--- config.mk ---
export PLATFORM = sky130hd
export DESIGN_NAME = regfile_read_arbiter
export DESIGN_NICKNAME = d
export VERILOG_FILES = /design/src/rtl/regfile_pkg.sv /design/src/rtl/rr_arbiter.sv /design/src/rtl/regfile_read_arbiter.sv
export SDC_FILE = /design/constraint.sdc
export NUM_CORES = 1
export LEC_CHECK = 0
export CORE_MARGIN = 1
export CORE_UTILIZATION = 36
export CTS_BUF_LIST = sky130_fd_sc_hd__clkbuf_4 sky130_fd_sc_hd__clkbuf_8
export DETAILED_ROUTE_END_ITERATION = 10
export MAX_ROUTING_LAYER = met4
export PLACE_DENSITY = 0.95
export SLEW_MARGIN = 40
export SYNTH_ARGS = -nofsm -noshare
export SYNTH_HDL_FRONTEND = slang
export SYNTH_SLANG_ARGS = --single-unit
--- constraint.sdc ---
create_clock -name clk -period 1.74 [get_ports clk]
set_input_delay 0.348 -clock clk [delete_from_list [all_inputs] [get_ports clk]]
set_output_delay 0.348 -clock clk [all_outputs]
set_load 0.02 [all_outputs]
--- src/rtl/regfile_pkg.sv ---
// Shared register-file constants and the read-arbiter response-slot state type.
package regfile_pkg;

  localparam int unsigned XLEN  = 32;
  localparam int unsigned AW    = 5;
  localparam int unsigned NREGS = 32;
  localparam logic [4:0]  REG_ZERO = 5'd0;

  typedef enum logic {
    EMPTY = 1'b0,
    FULL  = 1'b1
  } rd_arb_state_t;

endpackage

--- src/rtl/rr_arbiter.sv ---
// Generic round-robin arbiter: first requester at or after ptr_i (wrapping) wins.
module rr_arbiter #(
  parameter int unsigned NUM_REQ = 2,
  parameter int unsigned IW      = 1
) (
  input  logic [NUM_REQ-1:0] req_i,
  input  logic [IW-1:0]      ptr_i,
  input  logic               en_i,
  output logic [NUM_REQ-1:0] gnt_o,
  output logic [IW-1:0]      idx_o
);

  always_comb begin
    logic          found;
    logic [IW-1:0] cand;
    gnt_o = '0;
    idx_o = '0;
    found = 1'b0;
    cand  = '0;
    for (int unsigned k = 0; k < NUM_REQ; k++) begin
      cand = IW'((32'(ptr_i) + k) % NUM_REQ);
      if (en_i && !found && req_i[cand]) begin
        found       = 1'b1;
        idx_o       = cand;
        gnt_o[cand] = 1'b1;
      end
    end
  end

endmodule

--- src/rtl/regfile_read_arbiter.sv ---
// Round-robin sharing of the register-file read ports with a one-entry response slot.
// Define REGFILE_READ_ARBITER_BYPASS_EN to forward same-cycle write-back data.
module regfile_read_arbiter
  import regfile_pkg::*;
#(
  parameter int unsigned NUM_REQ = 2,
  parameter int unsigned XLEN    = 32,
  parameter int unsigned AW      = 5,
  localparam int unsigned IW     = (NUM_REQ > 1) ? $clog2(NUM_REQ) : 1
) (
  input  logic                  clk,
  input  logic                  rst,
  input  logic [NUM_REQ-1:0]    req_valid,
  input  logic [NUM_REQ*AW-1:0] req_rs1,
  input  logic [NUM_REQ*AW-1:0] req_rs2,
  output logic [NUM_REQ-1:0]    req_ready,
  output logic [AW-1:0]         sel1,
  output logic [AW-1:0]         sel2,
  input  logic [XLEN-1:0]       rf_rs1,
  input  logic [XLEN-1:0]       rf_rs2,
  input  logic                  wb_en,
  input  logic [AW-1:0]         wb_addr,
  input  logic [XLEN-1:0]       wb_data,
  output logic                  rsp_valid,
  input  logic                  rsp_ready,
  output logic [IW-1:0]         rsp_id,
  output logic [XLEN-1:0]       rsp_rs1,
  output logic [XLEN-1:0]       rsp_rs2
);

  rd_arb_state_t       state_q, state_d;
  logic [IW-1:0]       rr_ptr_q, rr_ptr_d;
  logic [IW-1:0]       rsp_id_q;
  logic [XLEN-1:0]     rsp_rs1_q, rsp_rs2_q;
  logic [XLEN-1:0]     cap_rs1, cap_rs2;
  logic [NUM_REQ-1:0]  gnt;
  logic [IW-1:0]       win_idx;
  logic                slot_free, arb_en, grant;

  assign slot_free = (state_q == EMPTY) || rsp_ready;
  assign arb_en    = slot_free && !rst;

  rr_arbiter #(
    .NUM_REQ(NUM_REQ),
    .IW     (IW)
  ) u_rr (
    .req_i(req_valid),
    .ptr_i(rr_ptr_q),
    .en_i (arb_en),
    .gnt_o(gnt),
    .idx_o(win_idx)
  );

  assign grant     = |gnt;
  assign req_ready = gnt;

  always_comb begin
    sel1 = '0;
    sel2 = '0;
    if (grant) begin
      sel1 = req_rs1[win_idx*AW +: AW];
      sel2 = req_rs2[win_idx*AW +: AW];
    end
  end

`ifdef REGFILE_READ_ARBITER_BYPASS_EN
  // x0 never takes the bypass, so it still reads as zero from the file.
  always_comb begin
    cap_rs1 = rf_rs1;
    cap_rs2 = rf_rs2;
    if (wb_en && (wb_addr == sel1) && (wb_addr != '0)) cap_rs1 = wb_data;
    if (wb_en && (wb_addr == sel2) && (wb_addr != '0)) cap_rs2 = wb_data;
  end
`else
  logic unused_wb;
  assign unused_wb = ^{wb_en, wb_addr, wb_data};
  assign cap_rs1   = rf_rs1;
  assign cap_rs2   = rf_rs2;
`endif

  always_ff @(posedge clk) begin
    if (rst) state_q <= EMPTY;
    else     state_q <= state_d;
  end

  always_comb begin
    state_d = state_q;
    case (state_q)
      EMPTY:   if (grant) state_d = FULL;
      FULL:    if (rsp_ready && !grant) state_d = EMPTY;
      default: state_d = EMPTY;
    endcase
  end

  always_comb begin
    rsp_valid = (state_q == FULL);
    rsp_id    = rsp_id_q;
    rsp_rs1   = rsp_rs1_q;
    rsp_rs2   = rsp_rs2_q;
  end

  always_comb begin
    rr_ptr_d = rr_ptr_q;
    if (grant) rr_ptr_d = (win_idx == IW'(NUM_REQ - 1)) ? '0 : win_idx + 1'b1;
  end

  always_ff @(posedge clk) begin
    if (rst) begin
      rr_ptr_q  <= '0;
      rsp_id_q  <= '0;
      rsp_rs1_q <= '0;
      rsp_rs2_q <= '0;
    end else begin
      rr_ptr_q <= rr_ptr_d;
      if (grant) begin
        rsp_id_q  <= win_idx;
        rsp_rs1_q <= cap_rs1;
        rsp_rs2_q <= cap_rs2;
      end
    end
  end

endmodule
==> results of run 1 <==
## logic make-up after synthesis
| kind of cell | count (synthesis) | synth area share (%) |
|---|---|---|
| AND/OR/NAND/NOR | 138 | 24.76 |
| AO/OA/AOI/OAI | 77 | 20.28 |
| flip-flops | 67 | 46.25 |
| buffers and inverters | 46 | 8.714 |
## layout make-up
class / count / area, um2
Clock buffer: 10 / 137.6
Clock inverter: 3 / 17.52
Fill cell: 653 / 2948
Inverter: 1 / 5.005
Multi-Input combinational cell: 217 / 1351
Sequential cell: 67 / 1344
Tap cell: 102 / 127.6
Timing Repair Buffer: 182 / 1837
## where the power goes
part / leakage [uW] / internal (uW) / switching [uW]
logic: 0.00135 / 501 / 481
registers: 0.000555 / 1650 / 62.9
clock network: 0.0000799 / 527 / 538
## timing repair
item,in CTS,in global routing
hold buffers,0,0
cloned,2,0
gates resized for setup,56,17
setup endpoints to repair,13,12
setup buffers,1,1
pin swaps,3,9
## cell usage in the layout (no fill, tap or decap), types with 5 or more instances in the layout
master and n:
a22o_1 10, nand4_1 64, o211ai_1 64, clkbuf_8 10
dfxtp_1 65, buf_4 12, clkdlybuf4s50_1 149, buf_6 8
nand2_1 65, buf_12 5
## metal layers
| layer | track usage (%) | up-vias | part of all wire (%) |
|---|---|---|---|
| li1 | - | 1553 | - |
| met1 | 25.64 | 1560 | 40 |
| met2 | 42.48 | 133 | 53 |
| met3 | 3.234 | 10 | 5.1 |
| met4 | 6.510 | 0 | 1.1 |
| met5 | - | - | 0 |
## registers in the layout (all words and copies together) (netlist names)
name	flops
rsp_valid	1
rsp_rs2	32
rr_ptr_q	1
rsp_id	1
rsp_rs1	32
## worst min-delay path by stage
stage               depth (start not counted)                        to                     start  slack, ps
floorplan                                   1      rsp_valid$_SDFF_PP0_                       rst        420
global placement                            2  rsp_rs1[30]$_SDFFE_PP0P_  rsp_rs1[30]$_SDFFE_PP0P_        470
detailed placement                          2  rsp_rs2[23]$_SDFFE_PP0P_  rsp_rs2[23]$_SDFFE_PP0P_        480
CTS                                         3     rr_ptr_q$_SDFFE_PP0P_                       rst        490
global route                                2  rsp_rs2[15]$_SDFFE_PP0P_  rsp_rs2[15]$_SDFFE_PP0P_        510
finish                                      2  rsp_rs1[22]$_SDFFE_PP0P_  rsp_rs1[22]$_SDFFE_PP0P_        490
## through the flow
stage / setup TNS, ps / util, %
2_1_floorplan: 0 / -
3_3_place_gp: -19770 / 59.54
3_5_place_dp: -22580 / 59.54
4_1_cts: 0 / 61.40
5_1_grt: -56.84 / 62.05
6_report: 0 / 62.05
## synthesized netlist by cell type
cell	instances
dfxtp_1	67
nand2_1	65
nand4_1	64
o211ai_1	64
buf_2	28
a22o_1	10
buf_4	8
clkbuf_1	7
and4_4	2
buf_6	2
a21oi_1	1
a31oi_1	1
a41oi_1	1
inv_2	1
nand2b_1	1
nand2b_4	1
nor2_1	1
nor2b_1	1
nor3_1	1
nor3_2	1
or2_1	1
## critical path, stage by stage
cell and delay (ps):
clkdlybuf4s15_1 220, nand2b_4 190, and4_4 230, a22o_1 240
buf_2 160
==> flow_metrics.py, run 1 <==
metrics = {
    "setup_path": {
        "endpoint": "sel1[2]",
        "cp_max_fo": 6,
        "required_ps": 1390,
        "crit_type": "input pin to output port",
        "reg2regPathDepth": 4,
        "crit_start": "rsp_ready",
        "critPathArrivalTime_ps": 1380,
        "end_kind": "output port",
        "r2r_slack_ps": 240,
        "critical_path.startpoint_type": "input pin",
        "r2r-end": "rsp_id$_SDFFE_PP0P_",
        "r2r-start": "rsp_valid$_SDFF_PP0_",
    },
    "layout": {
        "layoutNonFillerInstCount": 582,
        "nets": 605,
        "drive_gt1_share_pct": 11.04,
        "n_antenna_cell": 0,
        "stdcell_area_um2": 4820,
        "syn_to_final_growth_pct": 66.18,
    },
    "logic_synthesis": {
        "syn-num-nets": 455,
        "yosys_warnings": 0,
        "syn_area_um2": 2900,
        "ys_ff_latch": 67,
        "yosysSeqAreaShare_pct": 46.25,
        "synthTopCellsByArea": "dfxtp_1, o211ai_1, nand4_1",
        "netlist_instances": 328,
        "synth_largest_area_cell": "dfxtp_1",
        "synth_cell_types": 21,
        "synth_top_area_share_pct": 46.25,
        "syn_area_per_cell_um2": 8.842,
    },
    "sta": {
        "worst_pin_slew_ps": 689.8,
        "setup_ws_ps": 9.410,
        "rsz0062_at_grt": "yes",
        "clock_skew_ps": 11.49,
        "slew_violations": 0,
        "finalSetupViolCount": 0,
        "final_hold_viol_count": 0,
        "max-slew-margin-rel_pct": 54.02,
        "fin_crit_sh_pct": 99.46,
        "period_needed_ps": 1731,
        "fmax_mhz": 577.8,
        "hold_slack_ps": 487.6,
    },
    "floorplan": {
        "die-area_um2": 8419,
        "core_area_um2": 7767,
        "pin_count": 205,
        "die_w_um": 91.76,
        "placement_rows": 32,
        "initial_utilization_pct": 37.34,
        "dieHeight_um": 91.76,
    },
    "power": {
        "vdd_drop_max_mv": 0.4354,
        "power_density_nw_per_um2": 779.9,
        "total_power_uw": 3759,
        "leakage_uw": 0.001989,
    },
    "global_route": {
        "grt_max_degree": 72,
        "grt_usage_pct": 22.95,
        "grt_pass1_wl_mm": 15.10,
        "grt_pass1_vias": 3057,
        "antenna_found_initial": 0,
        "overflow": 0,
    },
    "detailed_routing": {
        "drc": 0,
        "wl_per_cell_um": 16.85,
        "totalWireLength_mm": 9.805,
        "first_pass_iters": 5,
        "vias": 3256,
        "via_per_inst": 5.595,
        "initialDrtViolationCount": 143,
        "final_antenna_net_count": 0,
    },
    "hold_path": {
        "min_path_type": "flop to flop",
    },
    "clock_network": {
        "cts_buffer_depth": 2,
        "cts.sink_count": 67,
        "path_clk_slew_ps": 70,
        "clk_root_buffer_cell": "clkbuf_8",
        "cts_max_level": 3,
        "clk_latency_ps": 330,
        "cts_tree": "built",
        "cts_buffers": 9,
    },
    "placement": {
        "placed_cell_area_um2": 4624,
        "dp.final_hpwl_mm": 6.601,
        "io_buffers": 166,
        "place_inst": 565,
        "routabilityCongestion": 0.8555,
        "dp_slack_ps": -763.2,
    },
    "run_status": {
        "status": "complete, no violations",
    },
    "job": {
        "max_cap_viol_count": 0,
    },
}
Note: power is estimated with default switching activity, not from simulation.
==> inputs of run 2 (changes only) <==
- TNS_END_PERCENT: unset -> 50
==> run 2 against run 1 <==
Net effect: clock power barely moved; final cell count fell by 0.17%; sequential share of layout area rose by 0.19 points; setup slack improved by 16 ps; combinational power fell by 1%; sequential power barely moved; via count barely moved; first-iteration DRC count rose by 14%; final area fell by 0.67%; largest power group unchanged.
==> flow_metrics.py, run 2 (same netlist as run 1, synthesis figures left out) <==
metrics = {
    "layout": {
        "syn_to_final_growth_pct": 65.06,
        "drive_gt1_share_pct": 10.86,
        "utilization_pct": 61.63,
        "nFillCells": 665,
        "final_cell_mix": "clkdlybuf4s50_1, nand2_1, dfxtp_1, nand4_1, o211ai_1",
        "n_antenna_cell": 0,
        "layoutNonFillerInstCount": 581,
        "layout_commonest_cell": "clkdlybuf4s50_1",
        "stdcell_area_um2": 4787,
        "nets": 604,
    },
    "detailed_routing": {
        "via_per_inst": 5.606,
        "final_antenna_net_count": 0,
        "totalWireLength_mm": 9.783,
        "first_pass_iters": 4,
        "wl_per_cell_um": 16.84,
        "initialDrtViolationCount": 163,
        "vias": 3257,
        "drc": 0,
    },
    "global_route": {
        "grt_pass1_vias": 3082,
        "grt_usage_pct": 23.13,
        "grt_max_degree": 72,
        "grt_pass1_wl_mm": 15.21,
        "overflow": 0,
        "antenna_found_initial": 0,
    },
    "setup_path": {
        "critPathArrivalTime_ps": 1370,
        "crit_slowest_cell": "and4_4",
        "r2r-end": "rsp_id$_SDFFE_PP0P_",
        "r2r_slack_ps": 240,
        "critical_path.startpoint_type": "input pin",
        "end_kind": "output port",
        "r2r-start": "rsp_valid$_SDFF_PP0_",
        "max_stage_delay_ps": 230,
        "crit_start": "rsp_ready",
        "cp_cell_sequence": "clkdlybuf4s15_1, nand2b_4, and4_4, a22o_1, buf_2",
        "endpoint": "sel1[1]",
        "cp_max_fo": 6,
        "reg2regPathDepth": 4,
        "required_ps": 1390,
        "crit_type": "input pin to output port",
    },
    "clock_network": {
        "cts_max_level": 3,
        "cts.sink_count": 67,
        "cts_tree": "built",
        "path_clk_slew_ps": 70,
        "hold_buffers": 0,
        "cts_buffer_depth": 2,
        "cts_buffers": 9,
        "clk_latency_ps": 330,
        "clk_root_buffer_cell": "clkbuf_8",
    },
    "floorplan": {
        "initial_utilization_pct": 37.34,
        "pin_count": 205,
        "core_area_um2": 7767,
        "die_w_um": 91.76,
        "die-area_um2": 8419,
        "dieHeight_um": 91.76,
        "placement_rows": 32,
    },
    "sta": {
        "finalSetupViolCount": 0,
        "final_hold_viol_count": 0,
        "fmax_mhz": 583.3,
        "max-slew-margin-rel_pct": 54.12,
        "slew_violations": 0,
        "clock_skew_ps": 11.34,
        "period_needed_ps": 1714,
        "rsz0062_at_grt": "yes",
        "worst_pin_slew_ps": 688.2,
        "tns_ps": 0,
        "fin_crit_sh_pct": 98.53,
        "setup_ws_ps": 25.57,
    },
    "placement": {
        "routabilityCongestion": 0.8555,
        "io_buffers": 166,
        "dp_slack_ps": -763.2,
        "placed_cell_area_um2": 4624,
        "place_inst": 565,
        "dp.final_hpwl_mm": 6.601,
    },
    "power": {
        "leakage_uw": 0.001979,
        "power_density_nw_per_um2": 784.2,
        "vdd_drop_max_mv": 0.4367,
    },
    "job": {
        "max_cap_viol_count": 0,
    },
    "run_status": {
        "status": "complete, no violations",
    },
    "hold_path": {
        "min_path_type": "flop to flop",
        "holdCritStartpoint": "rsp_rs1[22]$_SDFFE_PP0P_",
    },
}
## run 2: changes by cell type in the layout (fill, tap and decap cells not counted)
cell | before | now
buf_6 | 8 | 4
buf_2 | 1 | 5
buf_4 | 12 | 11
## run 2: how the worst min path moves through the flow
| stage | to | slack [ps] | cells past startpoint |
|---|---|---|---|
| after detailed placement | rsp_rs2[23]$_SDFFE_PP0P_ | 480 | 2 |
| after global routing | rr_ptr_q$_SDFFE_PP0P_ | 500 | 3 |
| after floorplan | rsp_valid$_SDFF_PP0_ | 420 | 1 |
| after global placement | rsp_rs1[30]$_SDFFE_PP0P_ | 470 | 2 |
| final | rsp_rs1[22]$_SDFFE_PP0P_ | 490 | 2 |
| after CTS | rr_ptr_q$_SDFFE_PP0P_ | 490 | 3 |
## run 2: area by class of cell
| class | count | area, um2 | area share (%) |
|---|---|---|---|
| repair buffers | 181 | 1804 | 37.69 |
| well taps | 102 | 127.6 | 2.666 |
| inverters | 1 | 5.005 | 0.1045 |
| clock buffers | 10 | 137.6 | 2.875 |
| clock inverters | 3 | 17.52 | 0.3659 |
| flip-flops and latches | 67 | 1344 | 28.07 |
| multi-input cells | 217 | 1351 | 28.23 |
## run 2: what timing repair did
action,CTS,global route
resized for setup,54,11
cloned,2,0
pin swaps,3,8
endpoints found under the setup margin,13,12
setup buffers,1,0
## run 2: power breakdown
group,internal [uW],switching [uW],total (uW)
clock,527,543,1070
combinational,493,479,972
sequential,1650,63.5,1710
total,2670,1090,3750
## run 2: layer usage
metal / wire length (um) / track usage [%]
met1: 3947 / 25.59
met2: 5164 / 42.92
met3: 561 / 3.483
met4: 110 / 6.641
met5: 0 / -
## run 2: critical path: cells and delay by family
kind	cells	cell delay, ps
buffers and inverters	2	370
AOI/OAI and AO/OA	1	230
and+or+nand+nor	2	420
## run 2: through the flow
step / hold WS, ps / total power [uW]
6_report: 487.6 / 3754
2_1_floorplan: 417.1 / 2172
4_1_cts: 493.5 / 3782
3_3_place_gp: 474.2 / 2686
3_5_place_dp: 481.3 / 2712
5_1_grt: 504.0 / 3913
